**src/rtl/change_dispenser.sv**
```systemverilog
// Greedy 5/2/1 change payout sequencer driving a three-tube coin hopper with a request/ack handshake.
// Optional per-denomination coin logging is enabled by defining DISPENSE_LOG_EN.
module change_dispenser #(
    parameter int ACK_TIMEOUT = 1000000,
    parameter int GAP_CYCLES  = 50000
) (
    input  logic       clk,
    input  logic       rst,
    input  logic       start,
    input  logic [7:0] amount,
    input  logic       abort,
    input  logic       clear_fault,
    input  logic [2:0] hopper_empty,
    input  logic       hopper_ack,
    output logic [2:0] coin_req,
    output logic       busy,
    output logic       done,
    output logic       fault,
    output logic [7:0] remaining,
    output logic [7:0] count5,
    output logic [7:0] count2,
    output logic [7:0] count1
);

    localparam int TMAX = (ACK_TIMEOUT > GAP_CYCLES) ? ACK_TIMEOUT : GAP_CYCLES;
    localparam int TW   = (TMAX < 2) ? 1 : $clog2(TMAX + 1);

    typedef enum logic [2:0] {
        S_IDLE,
        S_SELECT,
        S_REQUEST,
        S_GAP,
        S_DONE,
        S_FAULT
    } state_t;

    state_t          r_state;
    state_t          w_state_next;
    logic [TW-1:0]   r_timer;
    logic [TW-1:0]   w_timer_next;
    logic [7:0]      r_remaining;
    logic [7:0]      w_remaining_next;
    logic [2:0]      r_coin_req;
    logic [2:0]      w_coin_req_next;
    logic            r_busy;
    logic            w_busy_next;
    logic            r_done;
    logic            w_done_next;
    logic            r_fault;
    logic            w_fault_next;
    logic [2:0]      w_eligible;
    logic [2:0]      w_pick;
    logic [7:0]      w_req_value;

    function automatic logic [7:0] f_denom(input int idx);
        case (idx)
            2:       f_denom = 8'd5;
            1:       f_denom = 8'd2;
            default: f_denom = 8'd1;
        endcase
    endfunction

    function automatic logic [7:0] f_value(input logic [2:0] onehot);
        case (onehot)
            3'b100:  f_value = 8'd5;
            3'b010:  f_value = 8'd2;
            3'b001:  f_value = 8'd1;
            default: f_value = 8'd0;
        endcase
    endfunction

    generate
        for (genvar gi = 0; gi < 3; gi++) begin : g_elig
            assign w_eligible[gi] = !hopper_empty[gi] && (r_remaining >= f_denom(gi));
        end
    endgenerate

    // Largest eligible denomination wins; bit 2 (the 5-tube) has top priority.
    always_comb begin
        w_pick = 3'b000;
        if (w_eligible[2])
            w_pick = 3'b100;
        else if (w_eligible[1])
            w_pick = 3'b010;
        else if (w_eligible[0])
            w_pick = 3'b001;
    end

    assign w_req_value = f_value(r_coin_req);

    always_comb begin
        w_state_next     = r_state;
        w_timer_next     = r_timer;
        w_remaining_next = r_remaining;
        w_coin_req_next  = 3'b000;
        w_done_next      = 1'b0;
        case (r_state)
            S_IDLE: begin
                w_timer_next = '0;
                if (start) begin
                    w_remaining_next = amount;
                    w_state_next     = S_SELECT;
                end
            end
            S_SELECT: begin
                w_timer_next = '0;
                if (abort)
                    w_state_next = S_IDLE;
                else if (r_remaining == 8'd0)
                    w_state_next = S_DONE;
                else if (w_pick != 3'b000) begin
                    w_state_next    = S_REQUEST;
                    w_coin_req_next = w_pick;
                end else
                    w_state_next = S_FAULT;
            end
            S_REQUEST: begin
                // An ack in the same cycle as abort is still credited.
                if (hopper_ack) begin
                    if (w_req_value <= r_remaining)
                        w_remaining_next = r_remaining - w_req_value;
                    w_timer_next = '0;
                    w_state_next = abort ? S_IDLE : S_GAP;
                end else if (abort) begin
                    w_timer_next = '0;
                    w_state_next = S_IDLE;
                end else if (r_timer == TW'(ACK_TIMEOUT - 1)) begin
                    w_timer_next = '0;
                    w_state_next = S_FAULT;
                end else begin
                    w_timer_next    = r_timer + 1'b1;
                    w_coin_req_next = r_coin_req;
                end
            end
            S_GAP: begin
                if (abort) begin
                    w_timer_next = '0;
                    w_state_next = S_IDLE;
                end else if (r_timer == TW'(GAP_CYCLES - 1)) begin
                    w_timer_next = '0;
                    w_state_next = S_SELECT;
                end else
                    w_timer_next = r_timer + 1'b1;
            end
            S_DONE: begin
                w_done_next  = 1'b1;
                w_state_next = S_IDLE;
            end
            S_FAULT: begin
                w_timer_next = '0;
                if (clear_fault)
                    w_state_next = S_IDLE;
            end
            default: begin
                w_state_next = S_IDLE;
                w_timer_next = '0;
            end
        endcase
        w_busy_next  = (w_state_next != S_IDLE) && (w_state_next != S_FAULT);
        w_fault_next = (w_state_next == S_FAULT);
    end

    always_ff @(posedge clk or posedge rst) begin
        if (rst) begin
            r_state     <= S_IDLE;
            r_timer     <= '0;
            r_remaining <= 8'd0;
            r_coin_req  <= 3'b000;
            r_busy      <= 1'b0;
            r_done      <= 1'b0;
            r_fault     <= 1'b0;
        end else begin
            r_state     <= w_state_next;
            r_timer     <= w_timer_next;
            r_remaining <= w_remaining_next;
            r_coin_req  <= w_coin_req_next;
            r_busy      <= w_busy_next;
            r_done      <= w_done_next;
            r_fault     <= w_fault_next;
        end
    end

    assign coin_req  = r_coin_req;
    assign busy      = r_busy;
    assign done      = r_done;
    assign fault     = r_fault;
    assign remaining = r_remaining;

`ifdef DISPENSE_LOG_EN
    logic w_start_accept;
    logic w_ack_coin;

    assign w_start_accept = (r_state == S_IDLE) && start;
    assign w_ack_coin     = (r_state == S_REQUEST) && hopper_ack;

    generate
        for (genvar gi = 0; gi < 3; gi++) begin : g_count
            logic [7:0] r_cnt;
            always_ff @(posedge clk or posedge rst) begin
                if (rst)
                    r_cnt <= 8'd0;
                else if (w_start_accept)
                    r_cnt <= 8'd0;
                else if (w_ack_coin && r_coin_req[gi] && (r_cnt != 8'hFF))
                    r_cnt <= r_cnt + 8'd1;
            end
        end
    endgenerate

    assign count1 = g_count[0].r_cnt;
    assign count2 = g_count[1].r_cnt;
    assign count5 = g_count[2].r_cnt;
`else
    assign count5 = 8'd0;
    assign count2 = 8'd0;
    assign count1 = 8'd0;
`endif

endmodule
```
**config.mk**
```make
export PLATFORM = sky130hd
export DESIGN_NAME = change_dispenser
export DESIGN_NICKNAME = d
export VERILOG_FILES = /design/src/rtl/change_dispenser.sv
export SDC_FILE = /design/constraint.sdc
export NUM_CORES = 1
export LEC_CHECK = 0
export CORE_MARGIN = 10
export CORE_UTILIZATION = 51
export DETAILED_ROUTE_END_ITERATION = 7
export GPL_ROUTABILITY_DRIVEN = 0
export HOLD_SLACK_MARGIN = 0.12
export PLACE_DENSITY = 0.83
export SLEW_MARGIN = 20
export SYNTH_ARGS = -nofsm -noshare
export SYNTH_HDL_FRONTEND = slang
export SYNTH_SLANG_ARGS = --single-unit
```
**constraint.sdc**
```tcl
create_clock -name clk -period 3.4 [get_ports clk]
set_clock_uncertainty 0.15 [all_clocks]
set_input_delay 0.85 -clock clk [delete_from_list [all_inputs] [get_ports clk]]
set_output_delay 0.85 -clock clk [all_outputs]
set_load 0.05 [all_outputs]
```
### Yosys cells after proc, flatten, opt, wreduce, memory -nomap -nowiden

Cells that the tools add are included.

| cells by class | value |
|---|---|
| add/subtract/negate cells | 2 |
| order comparisons | 4 |
| eq/ne operators | 16 |
| muxes and demuxes | 34 |
| reductions and logical operators | 13 |

Operators with widths:

| operator | number |
|---|---|
| $mux 20 | 5 |
| $pmux 20 s3 | 1 |
| $mux 3 | 17 |
| $mux 8 | 3 |
| $add 20x1->20 const B | 1 |
| $eq 20x16->1 const B | 1 |
| $eq 20x20->1 const B | 1 |
| $pmux 8 s2 | 1 |
| $pmux 3 s5 | 1 |
| $eq 3x3->1 const B | 4 |
| $eq 3x2->1 const B | 3 |
| $pmux 3 s3 | 1 |
| $ge 8x1->1 const B | 1 |
| $ge 8x2->1 const B | 1 |
| $ge 8x3->1 const B | 1 |
| $le 8x8->1 | 1 |
| $logic_not 8->1 | 1 |
| $sub 8x8->8 | 1 |
| $eq 3x1->1 const B | 2 |
| $ne 2x2->1 const B | 3 |
| $pmux 3 s2 | 1 |
| $reduce_bool 3->1 | 2 |
| $logic_and 1x1->1 | 4 |
| $mux 2 | 2 |
| 7 further kinds | 10 |

| word-level totals | value |
|---|---|
| bits in registers | 37 |
| bits of input ports | 17 |
| output and inout bits | 38 |

### Depth between registers and ports, before layout

Gate-level depths: netlist of run 1.

| depth | value |
|---|---|
| depth in word-level cells | 12 |
| mapped depth | 11 |
| gate-level depth less buffers | 10 |

### Worst setup path after synthesis of run 1

No wires, ideal clock.

| timing path | value |
|---|---|
| kind | reg2reg |
| start | reg r_coin_req[2], in the netlist coin_req[2] |
| end | reg r_remaining[0], in the netlist remaining[0] |
| arrival | 2413 ps |
| required time | 3123 ps |
| slack | 710 ps |
| cell stages (with the launch flop) | 12 |
| path buffers | 1 |
| path through | dfrtp_1 xnor2_1 nor2_1 ha_1 fa_1 a21boi_0 o2111ai_1 a31o_2 nand2_1 buf_2 a211oi_1 a21oi_1 |

| on the way | value |
|---|---|
| word-level cells in the longest chain between the ends | 6 |
| elaborated cells between the ends (all ways) | 11 |

RTL lines:

| item | RTL line | source |
|---|---|---|
| from (decl) | 43 | `logic [2:0] r_coin_req;` |
| from (signal assigned) | 176 | `r_coin_req <= w_coin_req_next;` |
| $eq 3x1->1, or another cell as far along | 64 | `case (onehot)` |
| $pmux 3 s3 (*) | 64 |  |
| $sub 8x8->8 | 121 | `w_remaining_next = r_remaining - w_req_value;` |
| $mux 8 | 120 | `if (w_req_value <= r_remaining)` |
| $mux 8 | 119 | `if (hopper_ack) begin` |
| $pmux 8 s2 | 97 | `case (r_state)` |
| to (signal assigned) | 175 | `r_remaining <= w_remaining_next;` |
| to (decl) | 41 | `logic [7:0] r_remaining;` |

Mark *: on every way between the ends. The rest lies on a longest branch, timed or not. The select of a mux whose other input is x is not followed.
A chain may end at the register's enable or synchronous reset.

### Worst setup path after layout of run 1

| timing path | value |
|---|---|
| start | reg r_coin_req[0], in the netlist coin_req[0] |
| end | reg r_remaining[4], in the netlist remaining[4] |

The elaborated chain is that of the path after synthesis.

==> Flow_metrics.wiki, run 1 <==
{| class="wikitable"
! Metric !! Value
|-
| Status || completed
|-
| Startpoint types || flop
|-
| Startpoint of the lowest-slack register-to-register path || coin_req[0]
|-
| Number of buffer cells added on primary ports || 30
|-
| Crit Reg-Reg Endpoint || remaining[4]
|-
| Peak supply drop || 0.372 mV
|-
| Highest clock frequency the design can meet || 363 MHz
|-
| Synth Cell Area || 2590 µm²
|-
| Internal reg-to-reg setup slack || 0.64 ns
|-
| Register bit count reported by yosys || 37
|-
| Max-cap violations || 0
|-
| Multi-input logic area || 1450 µm²
|-
| Chip height || 91.3 µm
|-
| Worst relative slew slack || 0.482
|-
| Leakage Power || 0.00130 µW
|-
| Sequential-to-total area share from yosys stat || 0.357
|-
| Hold Crit Start || r_timer[0]
|-
| # resized after CTS || 0
|-
| Internal cell power || 1080 µW
|-
| NetSw || 903 µW
|-
| Fraction of registers with async set or reset after synthesis || 1.00
|-
| Commonest non-fill, non-tap cell in the layout || sky130_fd_sc_hd__dfrtp_1
|-
| Final count of pins violating max slew || 0
|-
| Antenna diode instance count || 0
|-
| Vias in the first global route || 2,148
|-
| Switching power as a share of total power || 0.456
|-
| Wire length of the first global-routing pass || 10,300 µm
|-
| RSZ-0062 raised after global routing || no
|-
| Overflow left after global routing || 0
|-
| DRC errors left || 0
|-
| Maximum number of pins on one net before global-route repair || 38
|-
| Total count of hold-check failures in the final report || 0
|-
| Max FO, Critical Path || 14
|-
| Data arrival time of the worst path || 2.76 ns
|-
| Vias after detailed routing || 2,227
|-
| CTS H-tree lvls || 2
|-
| Die outline area || 8330 µm²
|-
| IO Pins || 55
|-
| Clock share of power || 0.199
|-
| Endpoint kind of the worst setup timing path || flop
|-
| Total Nets Final || 343
|-
| Post-detailed-route wirelength per cell || 15.7 µm
|-
| Layout fillers || 433
|-
| Number of different library cells in the post-synthesis netlist || 63
|-
| Cts-stage hold buffer count || 0
|-
| Count of final setup violators || 0
|-
| Sequential group share of total power || 0.329
|-
| Detailed-router iteration count before antenna repair || 4
|-
| Final wirelength || 6090 µm
|-
| Combinational Power Share || 0.472
|-
| Number of cells traversed by the worst register-to-register path || 10
|-
| Worst Tran Pin Value || 0.767 ns
|-
| Cells on Worst Hold Path || 1
|-
| Top flip-flop cell by instance count after synthesis || sky130_fd_sc_hd__dfrtp_1
|-
| Antenna-violating nets left || 0
|-
| Yosys warns || 0
|-
| CP Data Required Time || 3.40 ns
|-
| HPWL after DPL || 4360 µm
|-
| Worst hold endpoint || r_timer[0]
|-
| Share of post-route cells with drive strength above 1 || 0.0839
|-
| Worst-skew pair later-pin latency || 0.29 ns
|-
| Number of antenna violations at the first check in global routing || 0
|-
| Start-to-end type of the worst setup path || reg -> reg
|-
| Final design utilization || 0.609
|-
| Post-DR vias/cell || 5.72
|-
| Period Utilization, post-route || 0.811
|-
| Number of DRC markers in iteration 0 || 181
|-
| Area of the placeable core || 4820 µm²
|-
| Register clock-pin slew on the reported worst setup and hold paths || 0.08 ns
|-
| CTS tree || yes
|-
| Sequential cell area || 926 µm²
|-
| Number of clock sinks || 37
|-
| Die Wd || 91.3 µm
|-
| Number of enable-type register cells in the synthesized netlist || 0
|-
| Total CTS buffers || 5
|-
| Total Negative Setup Slacks || 0 ns
|-
| Deepest clock path buffer count || 2
|-
| Hold/Removal Path Class || reg -> reg
|-
| Overall Global Routing Usage || 0.144
|-
| Synthesized area divided by synthesized cell count || 8.75 µm²
|-
| Clock root buffer || sky130_fd_sc_hd__clkbuf_8
|-
| Most frequent cells in the layout || 37 x sky130_fd_sc_hd__dfrtp_1, 30 x sky130_fd_sc_hd__clkdlybuf4s50_1, 24 x sky130_fd_sc_hd__o21ai_0, 24 x sky130_fd_sc_hd__conb_1
|-
| Post-CTS setup buffers || 0
|-
| Pwr/cell area || 676 nW/µm²
|-
| Synth-to-Final Area Change || 13.2%
|-
| Starting density of the core || 0.538
|-
| Number of instances in the synthesized netlist || 296
|-
| Cell Rows || 25
|-
| Min Tclk post-route || 2.76 ns
|}
metal layers:
| layer | GRT usage | part of all wire | up-vias |
|---|---|---|---|
| met5 | 0 | 0 | - |
| met4 | 0.0535 | 0.012 | 0 |
| met3 | 0.0329 | 0.059 | 8 |
| met2 | 0.236 | 0.49 | 77 |
| met1 | 0.180 | 0.43 | 1074 |
| li1 | - | - | 1068 |
per-stage QoR:
step           setup WS (ns)  instance area, µm²  power, µW  hold WS [ns]  instances
6_report               0.642                2930       1980         0.354        389
5_1_grt                0.382                2930       2110         0.393        389
4_1_cts                0.649                2930       1990         0.359        389
3_5_place_dp           0.532                2820       1580         0.350        381
3_3_place_gp           0.599                2820       1560         0.334        381
2_1_floorplan          0.710                2680       1380         0.308        319
flip-flops by register name, indices dropped and copies added, names as in the netlist:
register   count
busy           1
coin_req       3
done           1
fault          1
r_state        3
r_timer       20
remaining      8
synthesized netlist by cell type (all sizes together), types with 2 or more instances:
cell type | n | share of area
dfrtp | 37 | 0.36
buf | 32 | 0.092
o21ai | 29 | 0.056
a21oi | 22 | 0.043
nand2 | 22 | 0.033
nor2 | 22 | 0.032
inv | 14 | 0.020
nand3 | 10 | 0.019
and2 | 8 | 0.020
and3 | 8 | 0.019
nor2b | 7 | 0.017
nor3 | 6 | 0.016
a21o | 5 | 0.014
nand4 | 5 | 0.014
nor4 | 5 | 0.020
a211oi | 4 | 0.014
clkbuf | 4 | 0.0058
ha | 4 | 0.019
a22o | 3 | 0.010
a31oi | 3 | 0.0072
and4 | 3 | 0.011
mux2i | 3 | 0.012
o31ai | 3 | 0.014
or3 | 3 | 0.0072
or3b | 3 | 0.010
xnor2 | 3 | 0.010
a31o | 2 | 0.0068
a32o | 2 | 0.0077
nor4b | 2 | 0.013
o2bb2ai | 2 | 0.0068
cell families after synthesis:
group           synth area share
buf+inv                    0.118
fa+ha+maj                 0.0271
compound gates             0.218
flops                      0.357
other cells              0.00145
mux                       0.0116
simple gates               0.253
xor+xnor                  0.0135
power groups by stage:
stage | sequential, µW | clock, µW | combinational [µW]
detailed placement | 655 | 0 | 925
global placement | 650 | 0 | 912
floorplan | 813 | 0 | 567
global route | 665 | 422 | 1020
CTS | 647 | 405 | 934
finish | 651 | 394 | 936
final cells by class:
cell class	instances	share of cell area
multi-input combinational	232	0.493
sequential	37	0.316
timing repair buffer	31	0.105
clock buffer	7	0.0294
tap	67	0.0286
inverter	14	0.0179
clock inverter	1	0.0102
worst max-delay path, stage by stage (launching register included):
cell and delay, ns:
sky130_fd_sc_hd__dfrtp_1 0.43, sky130_fd_sc_hd__xnor2_1 0.17, sky130_fd_sc_hd__nor2_1 0.06, sky130_fd_sc_hd__ha_1 0.21
sky130_fd_sc_hd__fa_1 0.40, sky130_fd_sc_hd__a21boi_0 0.14, sky130_fd_sc_hd__o2111ai_1 0.20, sky130_fd_sc_hd__a31o_2 0.20
sky130_fd_sc_hd__nand2_1 0.27, sky130_fd_sc_hd__o21ai_0 0.26, sky130_fd_sc_hd__o21ai_0 0.11
worst max-delay path by stage:
stage / from / endpoint
final: coin_req[0] / remaining[4]
after global routing: coin_req[2] / remaining[4]
after CTS: coin_req[0] / remaining[4]
after detailed placement: abort / r_timer[12]
after global placement: abort / r_timer[12]
after floorplan: coin_req[2] / remaining[0]
Power figures use the tool's default switching activity.
==> inputs of run 2 (changes only) <==
==> constraint.sdc (replaced) <==
create_clock -name clk -period 2.6 [get_ports clk]
set_clock_uncertainty 0.15 [all_clocks]
set_input_delay 0.65 -clock clk [delete_from_list [all_inputs] [get_ports clk]]
set_output_delay 0.65 -clock clk [all_outputs]
set_load 0.05 [all_outputs]
==> Flow_metrics.wiki, run 2 (synthesis results as in run 1) <==
{| class="wikitable"
! Metric !! Value
|-
| Max FFs per register || 20 (unchanged)
|-
| Post-layout instance area || 3010 µm² (+2.7%)
|-
| CP Data Required Time || 2.63 ns (-0.77 ns)
|-
| Post-DR vias/cell || 5.77 (+0.70%)
|-
| IO Pins || 55 (unchanged)
|-
| Status || completed
|-
| Share of post-route cells with drive strength above 1 || 0.134 (+0.0499)
|-
| HPWL after DPL || 4680 µm (+7.2%)
|-
| Number of buffer and inverter stages on the critical path || 0 (unchanged)
|-
| Total cell area at the placement stage || 2870 µm² (+1.9%)
|-
| Die outline area || 8330 µm² (unchanged)
|-
| Total count of hold-check failures in the final report || 0 (unchanged)
|-
| Chip height || 91.3 µm (unchanged)
|-
| Post-Route Hold Slack || 0.360 ns (+0.00627 ns)
|-
| Hold/Removal Path Class || reg -> reg
|-
| Starting density of the core || 0.538 (unchanged)
|-
| Min Tclk post-route || 2.49 ns (-0.264 ns)
|-
| Detailed-router iteration count before antenna repair || 4 (unchanged)
|-
| Maximum number of pins on one net before global-route repair || 38 (unchanged)
|-
| Layout fillers || 412 (-4.8%)
|-
| Top delay family on crit path || compound AO/OA/AOI/OAI gates
|-
| Worst relative slew slack || 0.651 (+0.169)
|-
| DRC errors left || 0 (unchanged)
|-
| Max-cap violations || 0 (unchanged)
|-
| Worst Tran Pin Value || 0.519 ns (-0.247 ns)
|-
| Area of the placeable core || 4820 µm² (unchanged)
|-
| Number of clock sinks || 37 (unchanged)
|-
| Clock root buffer || sky130_fd_sc_hd__clkbuf_8
|-
| Overflow left after global routing || 0 (unchanged)
|-
| Total CTS buffers || 5 (unchanged)
|-
| Number of DRC markers in iteration 0 || 141 (-22%)
|-
| Clock share of power || 0.166 (-0.033)
|-
| Vias after detailed routing || 2,283 (+2.5%)
|-
| Startpoint types || flop
|-
| NetSw || 1250 µW (+38%)
|-
| Wire length of the first global-routing pass || 10,200 µm (-0.20%)
|-
| Total Nets Final || 350 (+2.0%)
|-
| Final wirelength || 6350 µm (+4.3%)
|-
| Cts-stage hold buffer count || 0 (unchanged)
|-
| Die Wd || 91.3 µm (unchanged)
|-
| Sequential cell area || 930 µm² (+0.41%)
|-
| Leakage Power || 0.00132 µW (+2.3%)
|-
| Internal cell power || 1370 µW (+27%)
|-
| Synth-to-Final Area Change || 16.2%
|-
| Critical path cell sequence || xnor2_1, nor2_1, ha_1, fa_2, a21boi_2, o2111ai_2, a31o_2, nand2_4, a211oi_1, a21oi_1
|-
| Antenna diode instance count || 0 (unchanged)
|-
| Count of final setup violators || 0 (unchanged)
|-
| Sequential group share of total power || 0.323 (-0.006)
|-
| Pwr/cell area || 871 nW/µm² (+29%)
|-
| Worst-skew pair later-pin latency || 0.30 ns (about the same)
|-
| Max FO, Critical Path || 13 (-1)
|-
| Start-to-end type of the worst setup path || reg -> reg
|-
| Multi-input logic area || 1480 µm² (+2.1%)
|-
| Highest clock frequency the design can meet || 401 MHz (+11%)
|-
| Delay of the slowest cell on the worst path || 0.44 ns (about the same)
|-
| Cell Rows || 25 (unchanged)
|-
| Data arrival time of the worst path || 2.52 ns (-0.24 ns)
|-
| Register clock-pin slew on the reported worst setup and hold paths || 0.08 ns (about the same)
|-
| Post-detailed-route wirelength per cell || 16.0 µm (+2.4%)
|-
| Deepest clock path buffer count || 2 (unchanged)
|-
| Combinational Power Share || 0.511 (+0.039)
|-
| Peak supply drop || 0.415 mV (+12%)
|-
| Final count of pins violating max slew || 0 (unchanged)
|-
| Most frequent cells in the layout || 34 x sky130_fd_sc_hd__dfrtp_1, 30 x sky130_fd_sc_hd__clkdlybuf4s50_1, 24 x sky130_fd_sc_hd__conb_1
|-
| Number of buffer cells added on primary ports || 30 (unchanged)
|-
| CTS H-tree lvls || 2 (unchanged)
|-
| Endpoint kind of the worst setup timing path || flop
|-
| RSZ-0062 raised after global routing || no
|-
| Number of antenna violations at the first check in global routing || 0 (unchanged)
|-
| Antenna-violating nets left || 0 (unchanged)
|-
| Critical-path top delay cell || sky130_fd_sc_hd__dfrtp_2
|-
| Largest reg by FF count || r_timer
|-
| Switching power as a share of total power || 0.476 (+0.0204)
|-
| Vias in the first global route || 2,129 (-0.88%)
|-
| Overall Global Routing Usage || 0.146 (+0.00184)
|-
| Commonest non-fill, non-tap cell in the layout || sky130_fd_sc_hd__dfrtp_1
|-
| Period Utilization, post-route || 0.959 (+0.148)
|-
| CTS tree || yes
|}
run 2: cell count changes in the layout (fill, tap and decap cells not counted), sizes merged:
cell,previous run,this run
bufinv,1,0
clkbuf,7,6
buf,1,8
clkinv,0,2
run 2: worst reg2reg max path, cell delays in order (launching register included):
cell and delay, ns:
sky130_fd_sc_hd__dfrtp_2 0.44, sky130_fd_sc_hd__xnor2_1 0.16, sky130_fd_sc_hd__nor2_1 0.06, sky130_fd_sc_hd__ha_1 0.21, sky130_fd_sc_hd__fa_2 0.36, sky130_fd_sc_hd__a21boi_2 0.17, sky130_fd_sc_hd__o2111ai_2 0.18, sky130_fd_sc_hd__a31o_2 0.21
sky130_fd_sc_hd__nand2_4 0.11, sky130_fd_sc_hd__a211oi_1 0.24, sky130_fd_sc_hd__a21oi_1 0.08
run 2: power groups by stage:
stage / clock network (µW) / logic, µW / registers (µW)
after floorplan: 0 / 741 / 1060
after global placement: 0 / 1230 / 849
after detailed placement: 0 / 1260 / 855
after CTS: 442 / 1270 / 844
after global routing: 464 / 1450 / 866
final: 435 / 1340 / 847
run 2: layer usage:
layer / GRT usage / wire length [µm] / vias up
met5: 0 / 0 / -
met4: 0.0457 / 93 / 0
met3: 0.0395 / 360 / 9
met2: 0.244 / 3210 / 71
met1: 0.177 / 2690 / 1120
li1: - / - / 1083
run 2: final timing paths:
check	start	to	cells past startpoint	slack (ns)
min	r_timer[0]	r_timer[0]	1	0.36
min reg2reg	r_timer[0]	r_timer[0]	1	0.36
max	coin_req[0]	remaining[0]	10	0.11
max reg2reg	coin_req[0]	remaining[0]	10	0.11
min in group asynchronous	rst	r_timer[5]	3	0.61
max in group asynchronous	rst	coin_req[0]	3	1.32
run 2: timing repair:
action / 4_1_cts / 5_1_grt
endpoints found under the setup margin: 6 / 8
buffers inserted: 0 / 2
pin swaps: 0 / 2
gates resized for setup: 1 / 11
run 2: final cells by class:
type                       instances  share of cell area
multi-input combinational        232               0.490
clock inverter                     2             0.00457
inverter                          14              0.0175
tap                               67              0.0278
timing repair buffer              38               0.124
sequential                        37               0.309
clock buffer                       6              0.0274
run 2: stage by stage:
step                TNS [ns]   util  cells  setup slack (ns)  total power [µW]
floorplan                  0      -    319           0.00448              1810
finish                     0  0.625    396             0.106              2620
global placement           0  0.596    386            0.0377              2070
CTS                        0  0.616    394            0.0349              2550
detailed placement    -0.341  0.596    386           -0.0760              2120
global route               0  0.625    396           0.00431              2780
